`config.mk`:
```
export PLATFORM = sky130hd
export DESIGN_NAME = param_bus_datapath
export DESIGN_NICKNAME = d
export VERILOG_FILES = /design/src/rtl/cpu_pkg.sv /design/src/rtl/gp_reg_file.sv /design/src/rtl/param_bus_datapath.sv
export SDC_FILE = /design/constraint.sdc
export NUM_CORES = 1
export LEC_CHECK = 0
export ABC_AREA = 1
export BUFFER_PORTS_ARGS = -buffer_cell sky130_fd_sc_hd__buf_2
export CORE_MARGIN = 8
export CORE_UTILIZATION = 49
export CTS_BUF_LIST = sky130_fd_sc_hd__clkbuf_16
export DETAILED_ROUTE_END_ITERATION = 10
export PLACE_DENSITY = 0.79
export SLEW_MARGIN = 20
export SYNTH_ARGS = -nofsm -noshare
export SYNTH_HDL_FRONTEND = slang
export SYNTH_SLANG_ARGS = --single-unit
```
`constraint.sdc`:
```
create_clock -name clk -period 3.3 [get_ports clk]
set_input_delay 0.33 -clock clk [delete_from_list [all_inputs] [get_ports clk]]
set_output_delay 0.33 -clock clk [all_outputs]
set_load 0.05 [all_outputs]
```
`src/rtl/cpu_pkg.sv`:
```
// cpu_pkg: opcodes, FSM states and instruction field offsets for the bus datapath
package cpu_pkg;
   localparam logic [2:0] OP_MV  = 3'b000;
   localparam logic [2:0] OP_MVI = 3'b001;
   localparam logic [2:0] OP_ADD = 3'b010;
   localparam logic [2:0] OP_SUB = 3'b011;
   localparam logic [2:0] OP_XOR = 3'b100;
   localparam logic [2:0] OP_NOP = 3'b101;
   typedef enum logic [2:0] {S_IDLE, S_DECODE, S_IMM, S_T2, S_T3} state_t;
   function automatic int op_lsb(input int data_w);
      return data_w - 3;
   endfunction
   function automatic int rx_lsb(input int data_w, input int sel_w);
      return data_w - 3 - sel_w;
   endfunction
   function automatic int ry_lsb(input int data_w, input int sel_w);
      return data_w - 3 - 2 * sel_w;
   endfunction
endpackage

```
`src/rtl/gp_reg_file.sv`:
```
// gp_reg_file: general registers, one sync write port, two comb read ports and a debug read port
module gp_reg_file #(
   parameter int DATA_W = 16,
   parameter int NUM_REGS = 8,
   localparam int SEL_W = $clog2(NUM_REGS)
) (
   input  logic              clk,
   input  logic              rst,
   input  logic              we_i,
   input  logic [SEL_W-1:0]  waddr_i,
   input  logic [DATA_W-1:0] wdata_i,
   input  logic [SEL_W-1:0]  raddr_a_i,
   input  logic [SEL_W-1:0]  raddr_b_i,
   input  logic [SEL_W-1:0]  dbg_sel_i,
   output logic [DATA_W-1:0] rdata_a_o,
   output logic [DATA_W-1:0] rdata_b_o,
   output logic [DATA_W-1:0] dbg_data_o
);
   logic [DATA_W-1:0] regs_q [NUM_REGS];
   always_ff @(posedge clk)
      if (rst)
         for (int i = 0; i < NUM_REGS; i++) regs_q[i] <= '0;
      else if (we_i)
         regs_q[waddr_i] <= wdata_i;
   assign rdata_a_o  = regs_q[raddr_a_i];
   assign rdata_b_o  = regs_q[raddr_b_i];
   assign dbg_data_o = regs_q[dbg_sel_i];
endmodule

```
`src/rtl/param_bus_datapath.sv`:
```
// param_bus_datapath: multi-cycle register/ALU datapath around a one-hot-select internal bus
module param_bus_datapath
   import cpu_pkg::*;
#(
   parameter int DATA_W = 16,
   parameter int NUM_REGS = 8,
   localparam int REG_SEL_W = $clog2(NUM_REGS)
) (
   input  logic                 clk,
   input  logic                 rst,
   input  logic [DATA_W-1:0]    instr_in,
   input  logic                 instr_valid,
   output logic                 instr_ready,
   input  logic [DATA_W-1:0]    imm_in,
   input  logic                 imm_valid,
   output logic                 imm_ready,
   output logic                 done,
   output logic                 illegal,
   output logic [DATA_W-1:0]    bus_out,
   output logic                 flag_z,
   output logic                 flag_c,
   input  logic [REG_SEL_W-1:0] dbg_sel,
   output logic [DATA_W-1:0]    dbg_data
);
   localparam int OP_LSB = op_lsb(DATA_W);
   localparam int RX_LSB = rx_lsb(DATA_W, REG_SEL_W);
   localparam int RY_LSB = ry_lsb(DATA_W, REG_SEL_W);
   if (NUM_REGS < 2 || (NUM_REGS & (NUM_REGS - 1)) != 0 || DATA_W < 3 + 2 * REG_SEL_W) begin : g_bad_params
      $error("param_bus_datapath: invalid DATA_W/NUM_REGS combination");
   end
   state_t state_q, state_d, st;
   logic [DATA_W-1:0] ir_q, a_q, g_q, rx_data, ry_data, bus;
   logic [DATA_W:0] alu;
   logic z_q, c_q, sel_x, sel_y, sel_imm, sel_g, we, load_a, load_g, unused_ir;
   logic [2:0] opcode;
   logic [REG_SEL_W-1:0] rx, ry;
   assign opcode = ir_q[OP_LSB +: 3];
   assign rx = ir_q[RX_LSB +: REG_SEL_W];
   assign ry = ir_q[RY_LSB +: REG_SEL_W];
   assign unused_ir = ^ir_q;
   // Reset forces the IDLE view combinationally so no done/illegal/write leaks out mid-instruction
   assign st = rst ? S_IDLE : state_q;
   always_comb begin
      state_d = st;
      instr_ready = 1'b0;
      imm_ready = 1'b0;
      done = 1'b0;
      illegal = 1'b0;
      sel_x = 1'b0;
      sel_y = 1'b0;
      sel_imm = 1'b0;
      sel_g = 1'b0;
      we = 1'b0;
      load_a = 1'b0;
      load_g = 1'b0;
      case (st)
         S_IDLE: begin
            instr_ready = 1'b1;
            state_d = instr_valid ? S_DECODE : S_IDLE;
         end
         S_DECODE: begin
            state_d = S_IDLE;
            if (opcode == OP_MV) begin
               sel_y = 1'b1;
               we = 1'b1;
               done = 1'b1;
            end else if (opcode == OP_NOP)
               done = 1'b1;
            else if (opcode == OP_MVI)
               state_d = S_IMM;
            else if (opcode inside {OP_ADD, OP_SUB, OP_XOR}) begin
               sel_x = 1'b1;
               load_a = 1'b1;
               state_d = S_T2;
            end else
               illegal = 1'b1;
         end
         S_IMM: begin
            imm_ready = 1'b1;
            sel_imm = imm_valid;
            we = imm_valid;
            done = imm_valid;
            state_d = imm_valid ? S_IDLE : S_IMM;
         end
         S_T2: begin
            sel_y = 1'b1;
            load_g = 1'b1;
            state_d = S_T3;
         end
         S_T3: begin
            sel_g = 1'b1;
            we = 1'b1;
            done = 1'b1;
            state_d = S_IDLE;
         end
         default: state_d = S_IDLE;
      endcase
   end
   assign bus = ({DATA_W{sel_x}} & rx_data) | ({DATA_W{sel_y}} & ry_data)
              | ({DATA_W{sel_imm}} & imm_in) | ({DATA_W{sel_g}} & g_q);
   // The MSB of the widened result is carry for ADD and borrow for SUB
   assign alu = opcode == OP_ADD ? {1'b0, a_q} + {1'b0, bus}
              : opcode == OP_SUB ? {1'b0, a_q} - {1'b0, bus}
              : {1'b0, a_q ^ bus};
   always_ff @(posedge clk)
      if (rst) begin
         state_q <= S_IDLE;
         ir_q <= '0;
         a_q <= '0;
         g_q <= '0;
         z_q <= 1'b0;
         c_q <= 1'b0;
      end else begin
         state_q <= state_d;
         if (instr_ready && instr_valid) ir_q <= instr_in;
         if (load_a) a_q <= bus;
         if (load_g) begin
            g_q <= alu[DATA_W-1:0];
            z_q <= alu[DATA_W-1:0] == '0;
            c_q <= alu[DATA_W];
         end
      end
   gp_reg_file #(.DATA_W(DATA_W), .NUM_REGS(NUM_REGS)) u_regs (
      .clk(clk),
      .rst(rst),
      .we_i(we),
      .waddr_i(rx),
      .wdata_i(bus),
      .raddr_a_i(rx),
      .raddr_b_i(ry),
      .dbg_sel_i(dbg_sel),
      .rdata_a_o(rx_data),
      .rdata_b_o(ry_data),
      .dbg_data_o(dbg_data)
   );
   assign bus_out = bus;
   assign flag_z = z_q;
   assign flag_c = c_q;
endmodule

```
==> impl_metrics.ini <==
[logic_synthesis]
synthCells = 1734
synth-main-ff-cell = edfxtp_1
synth-async-reset-ratio = 0
synth_edf_count = 128
synthDistinctLibCells = 47
synth-seq-cells = 180
synth_area_um2 = 12700
yosysSeqAreaShare = 0.385
synth_warnings = 0
synth_area_per_cell_um2 = 7.31
synth_nets = 1807

[worst_setup_path]
crit_chain = buf_6, o21ai_0, o211ai_1, nand3_1, nand4_4, ha_2, fa_2, inv_1, nor2_1, nor3b_2, nand3_1, nor2_1, nand3b_1, nor2_2, nand2_1, nor2_1, nand2_1, a21oi_1
r2r-end = flag_z
cp_max_fo = 19
rrSetupSlack_ns = 0.15
cp-start-kind = flop
path_common_cell = nor2_1
cp-end-kind = flop
crit_buf_inv = 2
r2r_cells = 18
slowest_stage = fa_2
critPathTopFamily = simple AND/OR/NAND/NOR gates
crit_arrival_ns = 3.53
setup.worst_path.class = flop to flop
slowest_delay_ns = 0.44
crit_required_ns = 3.67

[layout]
area_growth_pct = 20.6
drive_above_1_share = 0.210
regArea_um2 = 4900
multi_input_area_um2 = 6580
final_common_cell = nand2_1
fin_area_um2 = 15300
nets = 1949
final.fill_count = 2200
layout_common_cells = nand2_1, inv_1, o21ai_0
insertedDiodeCount = 0

[timing]
setup_violations = 0
hold_viol = 0
fmax_mhz = 317
fin_crit_sh = 0.956
holdWs_ns = 0.160
skew_ns = 0.0168
finalWorstSetupSlack_ns = 0.146
layout_min_cycle_time_ns = 3.15
slew_viol_final = 0
slew_headroom = 0.508
tightest_slew_ns = 0.737

[clocking]
cts-root-to-sink-buffers = 2
cts_buffers = 17
root_buffer = clkbuf_16
cts_sinks = 180
cts_tree = done
clk_pin_slew_ns = 0.08
htree_levels = 4
insertion_delay_ns = 0.45

[routing]
met3_wirelength_um = 4290
wl_met2_um = 21100
drc = 0
wl_per_cell_um = 19.7
drtPass1Iterations = 6
ant_nets = 0
routed_wl_um = 43700
vias = 13000
vias_per_cell = 5.87
wl_met1_um = 16300
drt_first_iter_violations = 2009
top_layer_used = met5

[die]
io_pins = 77
die_area_um2 = 31300
initial_core_util = 0.492
core_um2 = 25800
die_w_um = 177
fp-row-count = 59
die_y_um = 177

[power_and_ir_drop]
p_leak_nw = 7.40
irDropWorstVdd_mv = 0.360
p_per_area_nw_per_um2 = 394
finalPower_mw = 6.02

[place]
dp_hpwl_um = 29900
place_congestion = 0.924
dp_slack_ns = -0.0403
portBuffers = 69
placed_area_um2 = 14200

[min_path]
hold_class = primary input to flop
min_from = instr_in[13]
min_to = ir_q[13]
whs_path_depth = 3

[grt]
grt_pass1_wl_um = 66000
grt_usage = 0.270
grt_max_degree = 52
antenna_found_initial = 1
gr-total-overflow = 0
grt_pass1_vias = 12300

[outcome]
status = complete, no violations

[job]
drv_cap = 0
[final cells by class]
class | count | share of cell area
multi-input combinational | 1170 | 0.430
sequential | 180 | 0.321
timing repair buffer | 220 | 0.112
inverter | 286 | 0.0720
clock buffer | 17 | 0.0278
tap | 335 | 0.0274
clock inverter | 15 | 0.00998
timing repair inverter | 1 | 0.000409
[worst min-delay path, delay by kind of cell]
| kind | cells | cell delay [ns] |
|---|---|---|
| AOI/OAI and AO/OA | 2 | 0.17 |
| buffers and inverters | 1 | 0.07 |
[repair_timing]
item | 4_1_cts | 5_1_grt
gates resized for setup | 10 | 112
gates cloned | 0 | 2
setup endpoints to repair | 1 | 7
pin swaps | 0 | 33
setup buffers | 0 | 13
hold buffers | 0 | 0
[kinds of logic after synthesis]
| logic type | Yosys count | share of synthesized area |
|---|---|---|
| AND/OR/NAND/NOR | 623 | 0.231 |
| AO/OA/AOI/OAI | 513 | 0.224 |
| buffers and inverters | 384 | 0.124 |
| flip-flops | 180 | 0.385 |
| adder cells (fa/ha/maj) | 34 | 0.0347 |
[where the power goes]
part           internal (mW)  switching (mW)
clock                   1.02            1.02
sequential              2.49          0.0663
combinational          0.492           0.932
[sequential cells by signal, indices dropped and copies added (netlist names), named ones only]
signal,count
u_regs.regs_q,128
a_q,16
g_q,16
ir_q,9
state_q,3
flag_c,1
flag_z,1
[per-stage QoR]
step,instances,setup TNS (ns),utilization
3_3_place_gp,2177,0,0.550
3_5_place_dp,2177,-0.0403,0.550
2_1_floorplan,1734,0,-
5_1_grt,2224,-0.00284,0.594
4_1_cts,2209,0,0.573
6_report,2224,0,0.594
[synthesized netlist by cell type (4+ instances only)]
| cell | instances | area, µm² |
|---|---|---|
| o21ai_1 | 8 | 40.0 |
| nand3_2 | 19 | 190 |
| nor3_1 | 4 | 20.0 |
| nand3_1 | 95 | 475 |
| inv_2 | 19 | 71.3 |
| inv_1 | 262 | 983 |
| nand3_4 | 6 | 105 |
| edfxtp_1 | 128 | 3840 |
| nor2_4 | 5 | 56.3 |
| nand2_1 | 333 | 1250 |
| buf_2 | 19 | 95.1 |
| buf_6 | 12 | 135 |
| o221ai_1 | 15 | 131 |
| clkbuf_1 | 59 | 221 |
| nand4_1 | 4 | 25.0 |
| buf_1 | 5 | 18.8 |
| o21bai_1 | 4 | 30.0 |
| o211ai_1 | 53 | 398 |
| dfxtp_1 | 52 | 1040 |
| a21oi_1 | 159 | 796 |
| a31oi_1 | 16 | 100 |
| ha_1 | 32 | 400 |
| nor2_8 | 8 | 160 |
| nor2_1 | 134 | 503 |
| o21ai_0 | 250 | 1250 |
| nand3b_1 | 5 | 37.5 |
[per-layer routing]
| metal | global-route usage | up-vias |
|---|---|---|
| met3 | 0.0474 | 187 |
| met4 | 0.132 | 2 |
| li1 | - | 6060 |
| met1 | 0.328 | 5991 |
| met5 | 0 | - |
| met2 | 0.455 | 804 |
[worst max path at each step]
stage | slack, ns | startpoint | to | cells past startpoint
final | 0.15 | flop | flag_z | 18
after global routing | -0.003 | flop | flag_z | 20
after CTS | 0.002 | flop | flag_z | 18
after detailed placement | -0.04 | rst | flag_z | 23
after global placement | 0.02 | rst | flag_z | 22
after floorplan | 0.04 | state_q[2] | flag_z | 22
Note: power is estimated with default switching activity, not from simulation.
